<file path="config.mk">
export PLATFORM = sky130hd
export DESIGN_NAME = accel_flick_conditioner
export DESIGN_NICKNAME = d
export VERILOG_FILES = /design/src/rtl/accel_flick_conditioner_pkg.sv /design/src/rtl/accel_axis_path.sv /design/src/rtl/accel_flick_conditioner.sv
export SDC_FILE = /design/constraint.sdc
export NUM_CORES = 1
export LEC_CHECK = 0
export CAP_MARGIN = 20
export CORE_MARGIN = 8
export CORE_UTILIZATION = 35
export CTS_CLUSTER_SIZE = 30
export DETAILED_ROUTE_END_ITERATION = 6
export SYNTH_ARGS = -nofsm -noshare
export SYNTH_HDL_FRONTEND = slang
export SYNTH_SLANG_ARGS = --single-unit
</file>
<file path="constraint.sdc">
create_clock -name clk -period 6.32 [get_ports clk]
set_clock_uncertainty 0.05 [all_clocks]
set_input_delay 0.632 -clock clk [delete_from_list [all_inputs] [get_ports clk]]
set_output_delay 0.632 -clock clk [all_outputs]
set_load 0.03 [all_outputs]
</file>
<file path="src/rtl/accel_flick_conditioner_pkg.sv">
// Shared widths, saturation limits and FSM encoding for the accelerometer flick conditioner.
package accel_flick_conditioner_pkg;
  localparam int SAMPLE_W = 12;
  localparam int IO_W     = 16;

  localparam logic signed [SAMPLE_W-1:0] SMP_MAX = 12'sh7FF;
  localparam logic signed [SAMPLE_W-1:0] SMP_MIN = 12'sh800;

  typedef enum logic {
    ST_CAL = 1'b0,
    ST_RUN = 1'b1
  } state_t;

  function automatic logic signed [SAMPLE_W-1:0] sat_sample(input logic signed [IO_W-1:0] x);
    if (x > IO_W'(SMP_MAX))      return SMP_MAX;
    else if (x < IO_W'(SMP_MIN)) return SMP_MIN;
    else                         return x[SAMPLE_W-1:0];
  endfunction
endpackage

</file>
<file path="src/rtl/accel_axis_path.sv">
// One axis: saturate, IIR filter, baseline accumulation and deviation/dead-zone magnitude.
module accel_axis_path
  import accel_flick_conditioner_pkg::*;
#(
  parameter int FILT_SHIFT = 2,
  parameter int CAL_LOG2   = 6,
  parameter int DEADZONE   = 16
) (
  input  logic            clk,
  input  logic            rst,
  input  logic            sample_valid,
  input  logic            first_sample,
  input  logic [IO_W-1:0] din,
  input  logic            cal_add,
  input  logic            cal_load,
  input  logic            cal_clear,
  input  logic            out_load,
  input  logic            out_clear,
  output logic [IO_W-1:0] raw,
  output logic [IO_W-1:0] flick
);
  localparam int ACC_W = SAMPLE_W + FILT_SHIFT + 1;
  localparam int SUM_W = SAMPLE_W + CAL_LOG2;
  localparam int DEV_W = SAMPLE_W + 1;
  localparam logic [SAMPLE_W-1:0] DZ = SAMPLE_W'(DEADZONE);

  logic signed [SAMPLE_W-1:0] s, filt, base, dev;
  logic signed [ACC_W-1:0]    acc, s_ext;
  logic signed [SUM_W-1:0]    sum, sum_next;
  logic signed [DEV_W-1:0]    dev_w;
  logic        [SAMPLE_W-1:0] mag, flick_c;

  assign s        = sat_sample(din);
  assign s_ext    = ACC_W'(s);
  assign filt     = SAMPLE_W'(acc >>> FILT_SHIFT);
  assign sum_next = sum + SUM_W'(filt);
  assign dev_w    = DEV_W'(filt) - DEV_W'(base);
  assign dev      = sat_sample(IO_W'(dev_w));
  // |-2048| does not fit in 12 bits, so it folds onto the positive limit
  assign mag      = (dev == SMP_MIN) ? SMP_MAX : (dev[SAMPLE_W-1] ? -dev : dev);
  assign flick_c  = (mag > DZ) ? mag - DZ : '0;

  // First sample seeds the filter at its settled value so there is no ramp from zero
  always_ff @(posedge clk) begin
    if (rst)               acc <= '0;
    else if (sample_valid) acc <= first_sample ? (s_ext <<< FILT_SHIFT)
                                               : acc + s_ext - (acc >>> FILT_SHIFT);
  end

  always_ff @(posedge clk) begin
    if (rst) begin
      sum  <= '0;
      base <= '0;
    end else if (cal_clear) begin
      sum  <= '0;
    end else if (cal_add) begin
      if (cal_load) begin
        base <= SAMPLE_W'(sum_next >>> CAL_LOG2);
        sum  <= '0;
      end else begin
        sum  <= sum_next;
      end
    end
  end

  always_ff @(posedge clk) begin
    if (rst || out_clear) begin
      raw   <= '0;
      flick <= '0;
    end else if (out_load) begin
      raw   <= IO_W'(dev);
      flick <= {{(IO_W-SAMPLE_W){1'b0}}, flick_c};
    end
  end
endmodule

</file>
<file path="src/rtl/accel_flick_conditioner.sv">
// Top: shared CAL/RUN FSM, calibration sample counter and the two-stage valid pipeline.
module accel_flick_conditioner
  import accel_flick_conditioner_pkg::*;
#(
  parameter int FILT_SHIFT = 2,
  parameter int CAL_LOG2   = 6,
  parameter int DEADZONE   = 16
) (
  input  logic            clk,
  input  logic            rst,
  input  logic            sample_valid,
  input  logic [IO_W-1:0] ax_in,
  input  logic [IO_W-1:0] ay_in,
  input  logic            recal,
  output logic [IO_W-1:0] ax_raw,
  output logic [IO_W-1:0] ay_raw,
  output logic [IO_W-1:0] ax_flick,
  output logic [IO_W-1:0] ay_flick,
  output logic            out_valid,
  output logic            cal_done
);
  localparam int STAGES = 2;

  state_t              state;
  logic [CAL_LOG2-1:0] cnt;
  logic                first_sample;
  logic [STAGES:1]     vld_pipe;
  logic                cal_add, cal_load, out_load;

  assign cal_add   = vld_pipe[1] && (state == ST_CAL) && !recal;
  assign cal_load  = cal_add && (cnt == '1);
  assign out_load  = vld_pipe[1] && (state == ST_RUN) && !recal;
  assign out_valid = vld_pipe[STAGES];
  assign cal_done  = (state == ST_RUN);

  // A sample coinciding with recal still filters but never reaches stage 1
  always_ff @(posedge clk) begin
    if (rst) begin
      state        <= ST_CAL;
      cnt          <= '0;
      first_sample <= 1'b1;
      vld_pipe     <= '0;
    end else begin
      vld_pipe <= {out_load, sample_valid && !recal};
      if (sample_valid) first_sample <= 1'b0;
      if (recal) begin
        state <= ST_CAL;
        cnt   <= '0;
      end else if (cal_add) begin
        if (cal_load) begin
          cnt   <= '0;
          state <= ST_RUN;
        end else begin
          cnt   <= cnt + 1'b1;
        end
      end
    end
  end

  accel_axis_path #(.FILT_SHIFT(FILT_SHIFT), .CAL_LOG2(CAL_LOG2), .DEADZONE(DEADZONE)) u_ax (
    .clk(clk), .rst(rst), .sample_valid(sample_valid), .first_sample(first_sample),
    .din(ax_in), .cal_add(cal_add), .cal_load(cal_load), .cal_clear(recal),
    .out_load(out_load), .out_clear(recal), .raw(ax_raw), .flick(ax_flick)
  );

  accel_axis_path #(.FILT_SHIFT(FILT_SHIFT), .CAL_LOG2(CAL_LOG2), .DEADZONE(DEADZONE)) u_ay (
    .clk(clk), .rst(rst), .sample_valid(sample_valid), .first_sample(first_sample),
    .din(ay_in), .cal_add(cal_add), .cal_load(cal_load), .cal_clear(recal),
    .out_load(out_load), .out_clear(recal), .raw(ay_raw), .flick(ay_flick)
  );
endmodule

</file>
==> reports/qor.txt <==
OUTCOME
------------------------------------------------------------------------------------
Outcome                                                                 finished, final reports clean

YOSYS
------------------------------------------------------------------------------------
Adder-cell share of the synthesized area                                      15.46%
Mux cell area share after synthesis                                          0.9888%
Post-synthesis sequential area ratio                                          24.91%
Main combinational cell family by area after synthesis                  compound AO/OA/AOI/OAI gates
Leading post-synthesis cells by instance count                          sky130_fd_sc_hd__dfxtp_1, sky130_fd_sc_hd__nand2_1, sky130_fd_sc_hd__nor2_1
Top post-synthesis cells by area                                        sky130_fd_sc_hd__dfxtp_1, sky130_fd_sc_hd__ha_1, sky130_fd_sc_hd__fa_1
Synthesis-stage register bit count                                               148
Average cell area after synthesis                                          7.908 um2
Synth warn                                                                         0
Syn Inst Count                                                                  1504
Top cell type's share of synthesized area                                     24.91%
Post-Synth Simple-Gate Area                                                   18.30%
Post-synth top flop                                                     sky130_fd_sc_hd__dfxtp_1
Area of the mapped netlist                                                 11890 um2
Async set or reset register ratio after synthesis                                 0%
Count of distinct cell types in the synthesized netlist                           93
Post-synth top area cell                                                sky130_fd_sc_hd__dfxtp_1
Number of synthesized flops with an enable pin                                     0
Compound-cell area share of the yosys netlist                                 26.30%
Area share of xor/xnor cells in the synthesized design                        6.617%

ROUTE
------------------------------------------------------------------------------------
Vias per inst                                                                  5.361
Routed WL                                                                   31720 um
Routed wirelength normalized by instance count                              15.70 um
Antenna Nets Post-Route                                                            0
Via count                                                                      10830
Count of unresolved DRC violations after routing                                   0
Initial drt markers                                                              645
First-pass iteration count of the detailed router                                  5

PWR
------------------------------------------------------------------------------------
Static leakage                                                           0.005567 uW
Worst vdd rail ir drop                                                      181.1 uV
Total power density per cell area                                       295.0 nW/um2

MIN PATH
------------------------------------------------------------------------------------
Worst min-delay path endpoint                                           u_ax.base[4]
Startpoint of the worst hold path                                       u_ax.base[4]
Worst hold path stage count                                                        2
Type of the worst min-delay path                                             reg2reg

TIMING
------------------------------------------------------------------------------------
Final Worst Setup Slack                                                    0.5479 ns
Final slew viol count                                                              0
Worst-case hold slack                                                      0.4069 ns
Setup violation total in the final timing report                                   0
Hold Fails Final Rpt                                                               0
Final period demand of the worst path                                       5.772 ns
Highest Clock Rate                                                         173.2 MHz
Share of the cycle needed by the critical path after routing                  91.33%
Setup repair after global routing missed its margin                               no
Least-Margin Pin Slew                                                      0.9993 ns
Accumulated negative setup slack                                                0 ns
Normalized max-slew margin                                                    33.13%

CTS
------------------------------------------------------------------------------------
Clock Root Buffer                                                       sky130_fd_sc_hd__clkbuf_16
Deepest level of the CTS H-tree                                                    4
CTS tree                                                                       built
Total CTS buffers                                                                 17
Number of buffers inserted for hold repair after clock tree synthesis              0
Source-to-sink clock delay at the later pin of the worst-skew pair           0.43 ns
Clock transition at the registers of the reported paths                      0.07 ns
Number of clock sinks                                                            148
Number of buffers on the longest clock path                                        2

CRITICAL PATH
------------------------------------------------------------------------------------
Worst flop-to-flop path endpoint                                        u_ax.flick[7]
Logic depth of the worst register-to-register path                                21
Slowest stage cell on the critical path                                 sky130_fd_sc_hd__xnor2_2
Launching element type of the critical path                                flip-flop
Worst setup slack for register-to-register paths                             0.55 ns
Critical path launch point                                               u_ax.acc[3]
Capturing element type of the critical path                                flip-flop
Worst-path cell chain                                                   ha_1 > nor2b_1 > o31a_1 > o21ai_2 > a311oi_4 > xnor2_2 > nand2_1 > nand2_1 > ha_1 > nand2_1 > nor3_1 > nand3_1 > or3_1 > a21oi_1 > o21a_1 > inv_1 > ha_1 > a31o_1 > a41oi_2 > nand2_1 > o31ai_1
Required time of the critical path                                           6.61 ns
Peak fanout along the critical path                                               13
Critical path type                                                           reg2reg
Reg-to-reg startpoint                                                    u_ax.acc[3]
Maximum single-stage delay on the critical path                              0.51 ns
Cell repeated most along the worst path                                 sky130_fd_sc_hd__nand2_1
Data arrival at the endpoint of the critical path                            6.06 ns

PLACED DESIGN
------------------------------------------------------------------------------------
Placed wire-length estimate                                                 24670 um
Number of buffers added on ports                                                  93
Placer congestion estimate                                                    0.8927
Pre-CTS WS                                                                 0.3997 ns

LAYOUT
------------------------------------------------------------------------------------
Share of layout cells above drive strength 1                                  7.443%
Net count, final                                                                1722
Synth-to-layout area growth                                                   15.38%
Util after Layout                                                             40.93%
Antenna fix cells                                                                  0

DIE
------------------------------------------------------------------------------------
I/O pin cnt                                                                      102
Area of the core                                                           33530 um2
Die footprint                                                              40140 um2
Floorplan die width                                                         200.3 um
Starting density of the core                                                  35.47%
DIE HEIGHT                                                                  200.3 um
FP Rows                                                                           67

JOB
------------------------------------------------------------------------------------
Max-cap violation count                                                            0

GLOBAL ROUTING
------------------------------------------------------------------------------------
GRT Residual Overflow                                                              0
Most crowded layer after global routing                                         met2
M3 GR Usage                                                                   2.921%
GR met1 Demand/Resource                                                       21.64%
Number of global-route vias before repair                                      10520
Met2 Use GR                                                                   24.39%
Maximum number of pins on one net before global-route repair                      47
Initial antenna violation count                                                    0
Overall Global Routing Usage                                                  15.55%
Global-route wire length before repair                                      53020 um

[how the worst max path moves through the flow]
stage,endpoint,slack (ns),depth (start not counted)
6_report,u_ax.flick[7],0.55,21
3_5_place_dp,u_ax.flick[7],0.40,21
4_1_cts,u_ax.flick[7],0.35,21
5_1_grt,u_ax.flick[7],0.26,21
3_3_place_gp,u_ax.flick[7],0.66,21
2_1_floorplan,u_ax.flick[7],1.51,25
[power by group]
| group | internal, uW | switching (uW) | leakage, uW |
|---|---|---|---|
| sequential | 959 | 48.2 | 0.00120 |
| clock | 557 | 423 | 0.000267 |
| combinational | 822 | 1240 | 0.00410 |
| total | 2340 | 1710 | 0.00557 |
[layout make-up]
type / instances / area, um2
Timing Repair Buffer: 111 / 1061
Fill cell: 3453 / 19810
Sequential cell: 148 / 2963
Tap cell: 448 / 560.5
Clock inverter: 13 / 126.4
Multi-Input combinational cell: 1153 / 8089
Clock buffer: 19 / 442.9
Inverter: 128 / 480.5
[per-layer routing]
layer  share of wire [%]  vias to the layer above  wire length (um)
met5                   0                        -                 0
met2                  43                      259             13610
met1                  52                     5112             16340
li1                    -                     5425                 -
met3                 4.1                       34              1311
met4                 1.4                        0               455
[logic make-up after synthesis]
logic type / Yosys count
simple gates: 460
compound gates: 457
buf+inv: 210
flops: 148
fa+ha+maj: 128
xor+xnor: 89
mux: 11
other cells: 1
[what timing repair did]
action,in CTS,in global routing
setup endpoints to repair,0,6
buffers inserted,0,0
gates resized for setup,0,1
[cell usage in the layout, fill, tap and decap left out, types with 23 or more instances in the layout]
master                            count
sky130_fd_sc_hd__a21o_1              25
sky130_fd_sc_hd__a21oi_1            117
sky130_fd_sc_hd__a22oi_1             34
sky130_fd_sc_hd__clkdlybuf4s50_1     92
sky130_fd_sc_hd__dfxtp_1            148
sky130_fd_sc_hd__fa_1                32
sky130_fd_sc_hd__ha_1                95
sky130_fd_sc_hd__inv_1              126
sky130_fd_sc_hd__nand2_1            148
sky130_fd_sc_hd__nand3_1             27
sky130_fd_sc_hd__nor2_1             142
sky130_fd_sc_hd__nor3_1              30
sky130_fd_sc_hd__o21ai_0             88
sky130_fd_sc_hd__or2_2               23
sky130_fd_sc_hd__xnor2_1             52
sky130_fd_sc_hd__xor2_1              35
[sequential cells by signal, indices dropped and copies added, names as in the netlist]
signal        cells
u_ax.raw         12
u_ay.sum         18
first_sample      1
u_ax.acc         15
u_ay.raw         12
vld_pipe          2
cal_done          1
u_ay.acc         15
cnt               6
u_ay.base        12
u_ax.flick       12
u_ax.base        12
u_ay.flick       12
u_ax.sum         18
[stage by stage]
step | instance area (um2) | std cells | power [uW]
after floorplan | 11920 | 1511 | 2616
after global placement | 13150 | 1988 | 3028
after CTS | 13720 | 2020 | 4044
after global routing | 13720 | 2020 | 4364
after detailed placement | 13150 | 1988 | 3054
final | 13720 | 2020 | 4048
[critical path, delay by kind of cell, from the launching register on]
family                     cells  cell delay, ns
DFF                            1            0.49
adders and majority gates      3            0.79
AOI/OAI and AO/OA              8            1.92
buffers and inverters          1            0.07
xor gates and xnor gates       1            0.51
and+or+nand+nor                8            1.86
No activity file was read; power rests on OpenSTA's default activity.
